**config.mk**
```make
export PLATFORM = sky130hd
export DESIGN_NAME = mem_port_arbiter_flat
export DESIGN_NICKNAME = d
export VERILOG_FILES = /design/src/rtl/mem_pkg.sv /design/src/rtl/mem_port_arbiter_if.sv /design/src/rtl/mem_port_arbiter_starve_ctr.sv /design/src/rtl/mem_port_arbiter.sv /design/src/flat_wrapper.sv
export SDC_FILE = /design/constraint.sdc
export NUM_CORES = 1
export LEC_CHECK = 0
export ABC_AREA = 1
export CAP_MARGIN = 20
export CORE_AREA = 4 4 248 250
export DETAILED_ROUTE_END_ITERATION = 6
export DIE_AREA = 0 0 252 254
export HOLD_SLACK_MARGIN = 0.03
export PLACE_DENSITY = 0.43
export SYNTH_ARGS = -nofsm -noshare
export SYNTH_HDL_FRONTEND = slang
export SYNTH_HIERARCHICAL = 1
export SYNTH_SLANG_ARGS = --single-unit
```
**constraint.sdc**
```tcl
create_clock -name clk -period 1.66 [get_ports clk]
set_input_delay 0.166 -clock clk [delete_from_list [all_inputs] [get_ports clk]]
set_output_delay 0.166 -clock clk [all_outputs]
set_load 0.03 [all_outputs]
```
**src/rtl/mem_pkg.sv**
```systemverilog
// rtl/mem_pkg.sv - shared encodings for the memory port arbiter, fetch and LSU blocks
package mem_pkg;

  typedef enum logic {
    ST_IDLE = 1'b0,
    ST_WAIT = 1'b1
  } state_t;

  typedef enum logic {
    OWN_IF = 1'b0,
    OWN_LS = 1'b1
  } owner_t;

  // Byte address to doubleword index shift
  localparam int DW_SHIFT = 3;

endpackage

```
**src/rtl/mem_port_arbiter_if.sv**
```systemverilog
// rtl/mem_port_arbiter_if.sv - fetch, load/store and RAM signal bundle for the arbiter
interface mem_port_arbiter_if #(
  parameter int ADDR_W = 64,
  parameter int DATA_W = 64
);

  logic              if_req;
  logic [ADDR_W-1:0] if_addr;
  logic              if_gnt;
  logic              if_rvalid;
  logic [DATA_W-1:0] if_rdata;

  logic              ls_req;
  logic              ls_we;
  logic [ADDR_W-1:0] ls_addr;
  logic [DATA_W-1:0] ls_wdata;
  logic [DATA_W-1:0] ls_wmask;
  logic              ls_gnt;
  logic              ls_rvalid;
  logic [DATA_W-1:0] ls_rdata;

  logic              ram_en;
  logic              ram_we;
  logic [ADDR_W-1:0] ram_addr;
  logic [DATA_W-1:0] ram_wdata;
  logic [DATA_W-1:0] ram_wmask;
  logic [DATA_W-1:0] ram_rdata;

  // Requesters and RAM model side
  modport master (
    output if_req, if_addr,
    input  if_gnt, if_rvalid, if_rdata,
    output ls_req, ls_we, ls_addr, ls_wdata, ls_wmask,
    input  ls_gnt, ls_rvalid, ls_rdata,
    input  ram_en, ram_we, ram_addr, ram_wdata, ram_wmask,
    output ram_rdata
  );

  // Arbiter side
  modport slave (
    input  if_req, if_addr,
    output if_gnt, if_rvalid, if_rdata,
    input  ls_req, ls_we, ls_addr, ls_wdata, ls_wmask,
    output ls_gnt, ls_rvalid, ls_rdata,
    output ram_en, ram_we, ram_addr, ram_wdata, ram_wmask,
    input  ram_rdata
  );

endinterface

```
**src/rtl/mem_port_arbiter_starve_ctr.sv**
```systemverilog
// rtl/mem_port_arbiter_starve_ctr.sv - saturating count of load/store wins over a waiting fetch
module starve_ctr #(
  parameter int STARVE_MAX = 4
) (
  input  logic clk,
  input  logic rst_n,
  input  logic inc,
  input  logic clr,
  output logic full
);

  localparam int CW = (STARVE_MAX < 2) ? 1 : $clog2(STARVE_MAX + 1);
  localparam logic [CW-1:0] CNT_MAX = CW'(STARVE_MAX);

  logic [CW-1:0] cnt;

  // Clear wins over increment; increment stops at the limit
  always_ff @(posedge clk or negedge rst_n) begin
    if (!rst_n) begin
      cnt <= '0;
    end else if (clr) begin
      cnt <= '0;
    end else if (inc && (cnt != CNT_MAX)) begin
      cnt <= cnt + 1'b1;
    end
  end

  assign full = (cnt == CNT_MAX);

endmodule

```
**src/rtl/mem_port_arbiter.sv**
```systemverilog
// rtl/mem_port_arbiter.sv - one-at-a-time sharing of a fixed-latency RAM between fetch and load/store
module mem_port_arbiter
  import mem_pkg::*;
#(
  parameter int ADDR_W     = 64,
  parameter int DATA_W     = 64,
  parameter int LAT        = 1,
  parameter int STARVE_MAX = 4
) (
  input logic                clk,
  input logic                rst_n,
  mem_port_arbiter_if.slave  bus
);

  localparam int CNT_W = (LAT < 2) ? 1 : $clog2(LAT + 1);
  localparam logic [CNT_W-1:0] LAT_CNT = CNT_W'(LAT);
  localparam logic [CNT_W-1:0] CNT_ONE = CNT_W'(1);

  state_t            state, state_nxt;
  owner_t            owner, owner_nxt;
  logic              is_store, is_store_nxt;
  logic [CNT_W-1:0]  lat_cnt, lat_cnt_nxt;

  logic              starve_inc;
  logic              starve_clr;
  logic              starve_full;

  starve_ctr #(
    .STARVE_MAX (STARVE_MAX)
  ) u_starve_ctr (
    .clk   (clk),
    .rst_n (rst_n),
    .inc   (starve_inc),
    .clr   (starve_clr),
    .full  (starve_full)
  );

  // Transaction state: phase, owner, store flag and latency count
  always_ff @(posedge clk or negedge rst_n) begin
    if (!rst_n) begin
      state    <= ST_IDLE;
      owner    <= OWN_IF;
      is_store <= 1'b0;
      lat_cnt  <= '0;
    end else begin
      state    <= state_nxt;
      owner    <= owner_nxt;
      is_store <= is_store_nxt;
      lat_cnt  <= lat_cnt_nxt;
    end
  end

  // Arbitration, RAM drive and completion; outputs held at 0 while reset is asserted
  always_comb begin
    state_nxt     = state;
    owner_nxt     = owner;
    is_store_nxt  = is_store;
    lat_cnt_nxt   = lat_cnt;
    starve_inc    = 1'b0;
    starve_clr    = 1'b0;
    bus.if_gnt    = 1'b0;
    bus.ls_gnt    = 1'b0;
    bus.if_rvalid = 1'b0;
    bus.ls_rvalid = 1'b0;
    bus.if_rdata  = '0;
    bus.ls_rdata  = '0;
    bus.ram_en    = 1'b0;
    bus.ram_we    = 1'b0;
    bus.ram_addr  = '0;
    bus.ram_wdata = '0;
    bus.ram_wmask = '0;

    if (rst_n) begin
      case (state)
        ST_IDLE: begin
          // Any idle cycle without a pending fetch ends a starvation run
          starve_clr = !bus.if_req;
          if (bus.ls_req && !(bus.if_req && starve_full)) begin
            bus.ls_gnt   = 1'b1;
            bus.ram_en   = 1'b1;
            bus.ram_we   = bus.ls_we;
            bus.ram_addr = ADDR_W'(bus.ls_addr >> DW_SHIFT);
            if (bus.ls_we) begin
              bus.ram_wdata = bus.ls_wdata;
              bus.ram_wmask = bus.ls_wmask;
            end
            starve_inc   = bus.if_req;
            owner_nxt    = OWN_LS;
            is_store_nxt = bus.ls_we;
            lat_cnt_nxt  = CNT_ONE;
            state_nxt    = ST_WAIT;
          end else if (bus.if_req) begin
            bus.if_gnt   = 1'b1;
            bus.ram_en   = 1'b1;
            bus.ram_addr = ADDR_W'(bus.if_addr >> DW_SHIFT);
            starve_clr   = 1'b1;
            owner_nxt    = OWN_IF;
            is_store_nxt = 1'b0;
            lat_cnt_nxt  = CNT_ONE;
            state_nxt    = ST_WAIT;
          end
        end

        ST_WAIT: begin
          if (lat_cnt == LAT_CNT) begin
            // Read data is forwarded straight from the RAM in the completion cycle
            if (owner == OWN_IF) begin
              bus.if_rvalid = 1'b1;
              bus.if_rdata  = bus.ram_rdata;
            end else begin
              bus.ls_rvalid = 1'b1;
              bus.ls_rdata  = is_store ? DATA_W'(0) : bus.ram_rdata;
            end
            lat_cnt_nxt = '0;
            state_nxt   = ST_IDLE;
          end else begin
            lat_cnt_nxt = lat_cnt + 1'b1;
          end
        end

        default: begin
          state_nxt = ST_IDLE;
        end
      endcase
    end
  end

endmodule

```
**src/flat_wrapper.sv**
```systemverilog
// flat-port wrapper written by rule: the top's interface ports become plain ports
module mem_port_arbiter_flat import mem_pkg::*;
#(
  parameter int ADDR_W     = 64,
  parameter int DATA_W     = 64,
  parameter int LAT        = 1,
  parameter int STARVE_MAX = 4
)
  (clk, rst_n, bus_if_req, bus_if_addr, bus_if_gnt, bus_if_rvalid, bus_if_rdata, bus_ls_req, bus_ls_we, bus_ls_addr, bus_ls_wdata, bus_ls_wmask, bus_ls_gnt, bus_ls_rvalid, bus_ls_rdata, bus_ram_en, bus_ram_we, bus_ram_addr, bus_ram_wdata, bus_ram_wmask, bus_ram_rdata);
  mem_port_arbiter_if #(.ADDR_W(ADDR_W), .DATA_W(DATA_W)) bus_i ();
  input logic clk;
  input logic rst_n;
  input wire logic [$bits(bus_i.if_req)-1:0] bus_if_req;
  input wire logic [$bits(bus_i.if_addr)-1:0] bus_if_addr;
  output wire logic [$bits(bus_i.if_gnt)-1:0] bus_if_gnt;
  output wire logic [$bits(bus_i.if_rvalid)-1:0] bus_if_rvalid;
  output wire logic [$bits(bus_i.if_rdata)-1:0] bus_if_rdata;
  input wire logic [$bits(bus_i.ls_req)-1:0] bus_ls_req;
  input wire logic [$bits(bus_i.ls_we)-1:0] bus_ls_we;
  input wire logic [$bits(bus_i.ls_addr)-1:0] bus_ls_addr;
  input wire logic [$bits(bus_i.ls_wdata)-1:0] bus_ls_wdata;
  input wire logic [$bits(bus_i.ls_wmask)-1:0] bus_ls_wmask;
  output wire logic [$bits(bus_i.ls_gnt)-1:0] bus_ls_gnt;
  output wire logic [$bits(bus_i.ls_rvalid)-1:0] bus_ls_rvalid;
  output wire logic [$bits(bus_i.ls_rdata)-1:0] bus_ls_rdata;
  output wire logic [$bits(bus_i.ram_en)-1:0] bus_ram_en;
  output wire logic [$bits(bus_i.ram_we)-1:0] bus_ram_we;
  output wire logic [$bits(bus_i.ram_addr)-1:0] bus_ram_addr;
  output wire logic [$bits(bus_i.ram_wdata)-1:0] bus_ram_wdata;
  output wire logic [$bits(bus_i.ram_wmask)-1:0] bus_ram_wmask;
  input wire logic [$bits(bus_i.ram_rdata)-1:0] bus_ram_rdata;
  assign bus_i.if_req = bus_if_req;
  assign bus_i.if_addr = bus_if_addr;
  assign bus_if_gnt = bus_i.if_gnt;
  assign bus_if_rvalid = bus_i.if_rvalid;
  assign bus_if_rdata = bus_i.if_rdata;
  assign bus_i.ls_req = bus_ls_req;
  assign bus_i.ls_we = bus_ls_we;
  assign bus_i.ls_addr = bus_ls_addr;
  assign bus_i.ls_wdata = bus_ls_wdata;
  assign bus_i.ls_wmask = bus_ls_wmask;
  assign bus_ls_gnt = bus_i.ls_gnt;
  assign bus_ls_rvalid = bus_i.ls_rvalid;
  assign bus_ls_rdata = bus_i.ls_rdata;
  assign bus_ram_en = bus_i.ram_en;
  assign bus_ram_we = bus_i.ram_we;
  assign bus_ram_addr = bus_i.ram_addr;
  assign bus_ram_wdata = bus_i.ram_wdata;
  assign bus_ram_wmask = bus_i.ram_wmask;
  assign bus_i.ram_rdata = bus_ram_rdata;
  mem_port_arbiter #(.ADDR_W(ADDR_W), .DATA_W(DATA_W), .LAT(LAT), .STARVE_MAX(STARVE_MAX)) u_core (.clk(clk), .rst_n(rst_n), .bus(bus_i));
endmodule
```
After elaboration in Yosys (flattened, before gate mapping)
Cells that the tools add are included.
{"block": "totals", "elab_cells": 80, "inputBits": 325, "output_inout_bits": 326, "ff_bits": 7}
{"block": "classes", "mux": 60, "n_eq_ne": 3, "n_addsub": 2, "n_reduce_logical": 9, "n_bitwise": 1}
{"operator": "$mux 64", "count": 20}
{"operator": "$mux 61", "count": 1}
{"operator": "$mux 1", "count": 35}
{"operator": "$mux 3", "count": 2}
{"operator": "$pmux 1 s2", "count": 2}
{"operator": "$reduce_bool 2->1", "count": 2}
{"operator": "$add 3x1->3 const B", "count": 1}
{"operator": "$eq 3x3->1 const B", "count": 1}
{"operator": "$logic_and 1x1->1", "count": 3}
{"operator": "$ne 3x2->1 const B", "count": 1}
{"operator": "$ne 3x3->1 const B", "count": 1}
{"operator": "$reduce_and 3->1", "count": 1}
{"operator": "$logic_not 1->1", "count": 2}
{"operator": "$reduce_and 2->1", "count": 1}
{"operator": "$add 1x1->1 const B", "count": 1}
{"operator": "$not 1->1", "count": 1}

Depth between registers and ports, before layout
Gate-level depths: netlist of run 1.
{"block": "logic_depth", "ltp_word": 10, "depth_mapped": 13, "ltp_nobuf": 13}

By module
The synthesis of run 1 kept the hierarchy.
{"mod": "mem_port_arbiter", "area_per_inst_um2": 5973.2, "seq_area_each_um2": 100.1, "n_inst": 1, "cells_per_inst": 1235}
{"mod": "starve_ctr", "area_per_inst_um2": 185.2, "seq_area_each_um2": 75.1, "n_inst": 1, "cells_per_inst": 25}

Worst setup path before layout of run 1
Ideal clock, no wire load.
{"block": "synth_path", "path_type": "register to output", "startpoint": "register u_core.u_starve_ctr.cnt[0]", "endpoint": "output bus_ram_we", "arrival_ps": 1873, "required_time_ps": 1494, "setup_slack_ps": -379, "path_stages_with_launch": 10, "path_cell_list": "dfrtp_1 > inv_1 > ha_1 > nand2_2 > inv_1 > nand2_2 > nand2_1 > nor2_1 > nand2_1 > inv_1"}
{"block": "synth_via", "elab_chain_len": 7}
{"item": "start: declaration", "line": "mem_port_arbiter_starve_ctr.sv:15", "source": "logic [CW-1:0] cnt;"}
{"item": "start signal: assignment", "line": "mem_port_arbiter_starve_ctr.sv:24", "source": "cnt <= cnt + 1'b1;"}
{"item": "$eq 3x3->1", "line": "mem_port_arbiter_starve_ctr.sv:28", "source": "assign full = (cnt == CNT_MAX);"}
{"item": "net u_core.starve_full", "line": "mem_port_arbiter.sv:26", "source": "logic starve_full;"}
{"item": "$logic_and 1x1->1", "line": "mem_port_arbiter.sv:78", "source": "if (bus.ls_req && !(bus.if_req && starve_full)) begin"}
{"item": "$logic_not 1->1", "line": "mem_port_arbiter.sv:78"}
{"item": "$logic_and 1x1->1", "line": "mem_port_arbiter.sv:78"}
{"item": "$mux 1", "line": "mem_port_arbiter.sv:78"}
{"item": "$mux 1", "line": "mem_port_arbiter.sv:74", "source": "case (state)"}
{"item": "$mux 1", "line": "mem_port_arbiter.sv:73", "source": "if (rst_n) begin"}
{"item": "end: declaration", "line": "flat_wrapper.sv:27", "source": "output wire logic [$bits(bus_i.ram_we)-1:0] bus_ram_we;"}
The timed path passes the listed nets, and every way through them passes these cells.

Final worst setup path of run 1
{"block": "layout_path", "startpoint": "register u_core.u_starve_ctr.cnt[1]", "endpoint": "output bus_ram_addr[53]"}
{"block": "layout_via", "elab_chain_len": 7}
{"item": "$eq 3x3->1", "line": "mem_port_arbiter_starve_ctr.sv:28"}
{"item": "net u_core.starve_full", "line": "mem_port_arbiter.sv:26"}
{"item": "$logic_and 1x1->1", "line": "mem_port_arbiter.sv:78"}
{"item": "$logic_not 1->1", "line": "mem_port_arbiter.sv:78"}
{"item": "$logic_and 1x1->1", "line": "mem_port_arbiter.sv:78"}
{"item": "$mux 64", "line": "mem_port_arbiter.sv:78"}
{"item": "$mux 64", "line": "mem_port_arbiter.sv:74"}
{"item": "$mux 64", "line": "mem_port_arbiter.sv:73"}
{"item": "end: declaration", "line": "flat_wrapper.sv:28", "source": "output wire logic [$bits(bus_i.ram_addr)-1:0] bus_ram_addr;"}
The timed path passes the listed nets, and every way through them passes these cells.

==> metrics.md, run 1 <==
| Metric | Value |
|---|---|
| GRT met1 Usage | `14.0%` |
| Initial Util | `10.4%` |
| Grt met3 use | `3.95%` |
| Synthesized area per cell | `4.89 µm²` |
| Ratio of cells with drive above 1 in the final layout | `48.6%` |
| Outcome | `finished with violations` |
| Peak supply drop | `0.370 mV` |
| Final HPWL DP | `35.0 mm` |
| Final min period | `2.11 ns` |
| Final Wtd Congestion | `0.835` |
| Initial antenna violation count | `2` |
| Die Wd | `252 µm` |
| Startpoint Class | `register` |
| CTS Buffer Depth | `2` |
| Gr ovfl total | `0` |
| Vias in the first global route | `10063` |
| Number of library cell types mapped by synthesis | `19` |
| Vias per inst | `3.83` |
| Remaining DRCs | `0` |
| Hold slack | `0.366 ns` |
| TritonCTS clock tree | `yes` |
| Power density cells | `551 mW/mm²` |
| Most used routing layer | `met2` |
| CP endpoint kind | `primary output` |
| Seq/Total Area, Yosys | `2.84%` |
| Detailed-route wire length per cell | `17.8 µm` |
| Vias post-DR | `10420` |
| Top cell type's share of synthesized area | `20.4%` |
| Root Buffer | `clkbuf_16` |
| Final setup violation count | `326` |
| Netlist Area Pre-Place | `0.00616 mm²` |
| Maximum clock rate | `475 MHz` |
| Placed instance area | `0.0149 mm²` |
| Fin crit share | `127%` |
| Sink Count | `7` |
| Clk_lat worst skew | `0.23 ns` |
| First-pass GRT wire length | `62.9 mm` |
| Die H | `254 µm` |
| Iteration-0 DRC Markers | `340` |
| Routed wire length | `48.3 mm` |
| Leading cell type in the layout, fill and taps excluded | `clkdlybuf4s50_1` |
| CTS Buf Count | `3` |
| Cell area after layout | `0.0184 mm²` |
| Area grow syn2layout | `198%` |
| Critical Path Slowest Stage Cell | `dfrtp_1` |
| I/O Pins | `651` |
| Critical path peak fanout | `7` |
| Arr. time, crit path | `1.94 ns` |
| Synthesized flop and latch total | `7` |
| Grt met2 use | `23.5%` |
| Worst min path class | `in2reg` |
| Full die area | `0.0640 mm²` |
| Pre-CTS setup slack | `-0.347 ns` |
| Pre-Repair DR Iteration Count | `6` |
| Setup TNS | `-86.31 ns` |
| Final Power | `10.1 mW` |
| YS warnings | `6` |
| Largest net degree at the start of global routing | `56` |
| Max-Cap Viols | `0` |
| Largest area contributor in the synthesized netlist | `nand2_1` |
| Setup CP Type | `reg2out` |
| ANT nets after route | `0` |
| Port buffer count | `641` |
| Hold Violations, Final | `0` |
| Clock skew | `0.00306 ns` |
| Unrepaired setup endpoints after global routing | `true` |
| Setup ws final | `-0.445 ns` |
| Core area | `0.0590 mm²` |
| Mapped Cells | `1260` |
| CP Data Required Time | `1.49 ns` |
| Leakage | `8.34 nW` |
| Synth top area cells | `nand2_1 (20%), nor2_1 (17%), inv_1 (16%), nand4_1 (13%), nor2_4 (9.1%)` |
| H-tree depth | `1` |
| Max stage delay on crit path | `0.37 ns` |
| Fin. max-slew vios | `0` |
| GRT Resource Usage Total | `12.6%` |
| Most frequent cells in the layout | `clkdlybuf4s50_1 (314), nor2_4 (302), buf_6 (269), nand2_1 (269), inv_1 (203)` |
| Floorplan row count | `89` |
| Crit-path cells | `inv_2 -> ha_4 -> nand2_4 -> inv_4 -> nand2_8 -> buf_6 -> nand2_8 -> buf_12 -> buf_12 -> buf_16 -> nand2_4 -> inv_4 -> nor2_4 -> buf_6` |
| Failing checks | `setup timing` |
| Final #Nets | `2273` |
| Clock-pin slew on the worst setup and hold paths | `0.04 ns` |
==> flip-flops by register name, indices dropped and copies added (netlist names) <==
name / count
u_core/lat_cnt: 1
u_core/u_starve_ctr/cnt: 3
u_core/state: 1
u_core/owner: 1
u_core/is_store: 1
==> cells by family (layout without fill, tap and decap cells) <==
family	after synthesis	count (layout)	synth area share, %
flip-flops	7	7	2.84
adder cells (fa/ha/maj)	2	2	0.406
buffers and inverters	390	1071	28.7
other	1	4	0.0609
AND/OR/NAND/NOR	860	862	68.0
==> routing by layer <==
layer / wire [µm] / part of all wire, %
met5: 13 / 0.027
met4: 923 / 1.9
met3: 3860 / 8.0
met2: 25900 / 53
met1: 17700 / 37
==> final timing paths <==
path | startpoint | end | slack (ns) | cells past startpoint
setup reg to reg | u_core/u_starve_ctr/cnt[1] | u_core/u_starve_ctr/cnt[2] | -0.38 | 17
hold reg to reg | u_core/is_store | u_core/is_store | 0.47 | 2
max in group asynchronous | rst_n | u_core/lat_cnt | 0.90 | 4
hold / removal | rst_n | u_core/state | 0.37 | 5
setup / recovery | u_core/u_starve_ctr/cnt[1] | bus_ram_addr[53] | -0.45 | 14
min in group asynchronous | rst_n | u_core/is_store | 0.57 | 4
==> power by group <==
part           internal, mW  total [mW]  leakage, nW  switching (mW)
logic                  4.14        9.42         8.21            5.28
registers             0.233       0.290       0.0892          0.0572
clock network         0.321       0.421       0.0382           0.100
total                  4.70        10.1         8.34            5.43
==> worst max-delay path, delay by kind of cell, from the launching register on <==
kind / cells / cell delay (ns)
flops: 1 / 0.37
simple gates: 5 / 0.35
buf+inv: 8 / 0.82
fa+ha+maj: 1 / 0.16
==> cell usage after synthesis (all sizes together) <==
cell type and n:
nand2 339, nor2 326, inv 272, nand4 130, buf 105, nand3b 61, clkbuf 13, dfrtp 7
nand3 4, ha 2, conb 1
==> stage by stage <==
stage                     std cells  utilization, %
after global routing           2719            31.1
after detailed placement       2647            25.2
after global placement         2647            25.2
final                          2719            31.1
after floorplan                1262               -
after CTS                      2676            27.0
==> what timing repair did <==
item	in CTS	in global routing
gates resized for setup	216	478
pin swaps	42	90
hold buffers	0	2
setup buffers	16	13
hold endpoints to repair	0	7
setup endpoints to repair	327	328
gates cloned	9	29
==> cell type report <==
| class | instances | area (µm²) |
|---|---|---|
| multi-input cells | 867 | 6640 |
| well taps | 773 | 967 |
| diodes | 1 | 2.50 |
| clock buffers | 4 | 78.8 |
| fillers | 6261 | 40600 |
| flip-flops and latches | 7 | 175 |
| repair buffers | 795 | 9430 |
| inverters | 272 | 1090 |
Power figures use the tool's default switching activity.
==> run 2, diff against run 1 <==
--- a/config.mk
+++ b/config.mk
@@ -12,6 +12,7 @@
 export DIE_AREA = 0 0 252 254
 export HOLD_SLACK_MARGIN = 0.03
 export PLACE_DENSITY = 0.43
+export SLEW_MARGIN = 20
 export SYNTH_ARGS = -nofsm -noshare
 export SYNTH_HDL_FRONTEND = slang
 export SYNTH_HIERARCHICAL = 1
==> results of run 2 <==
Final layout, timing and power as in run 1 (identical DEF).
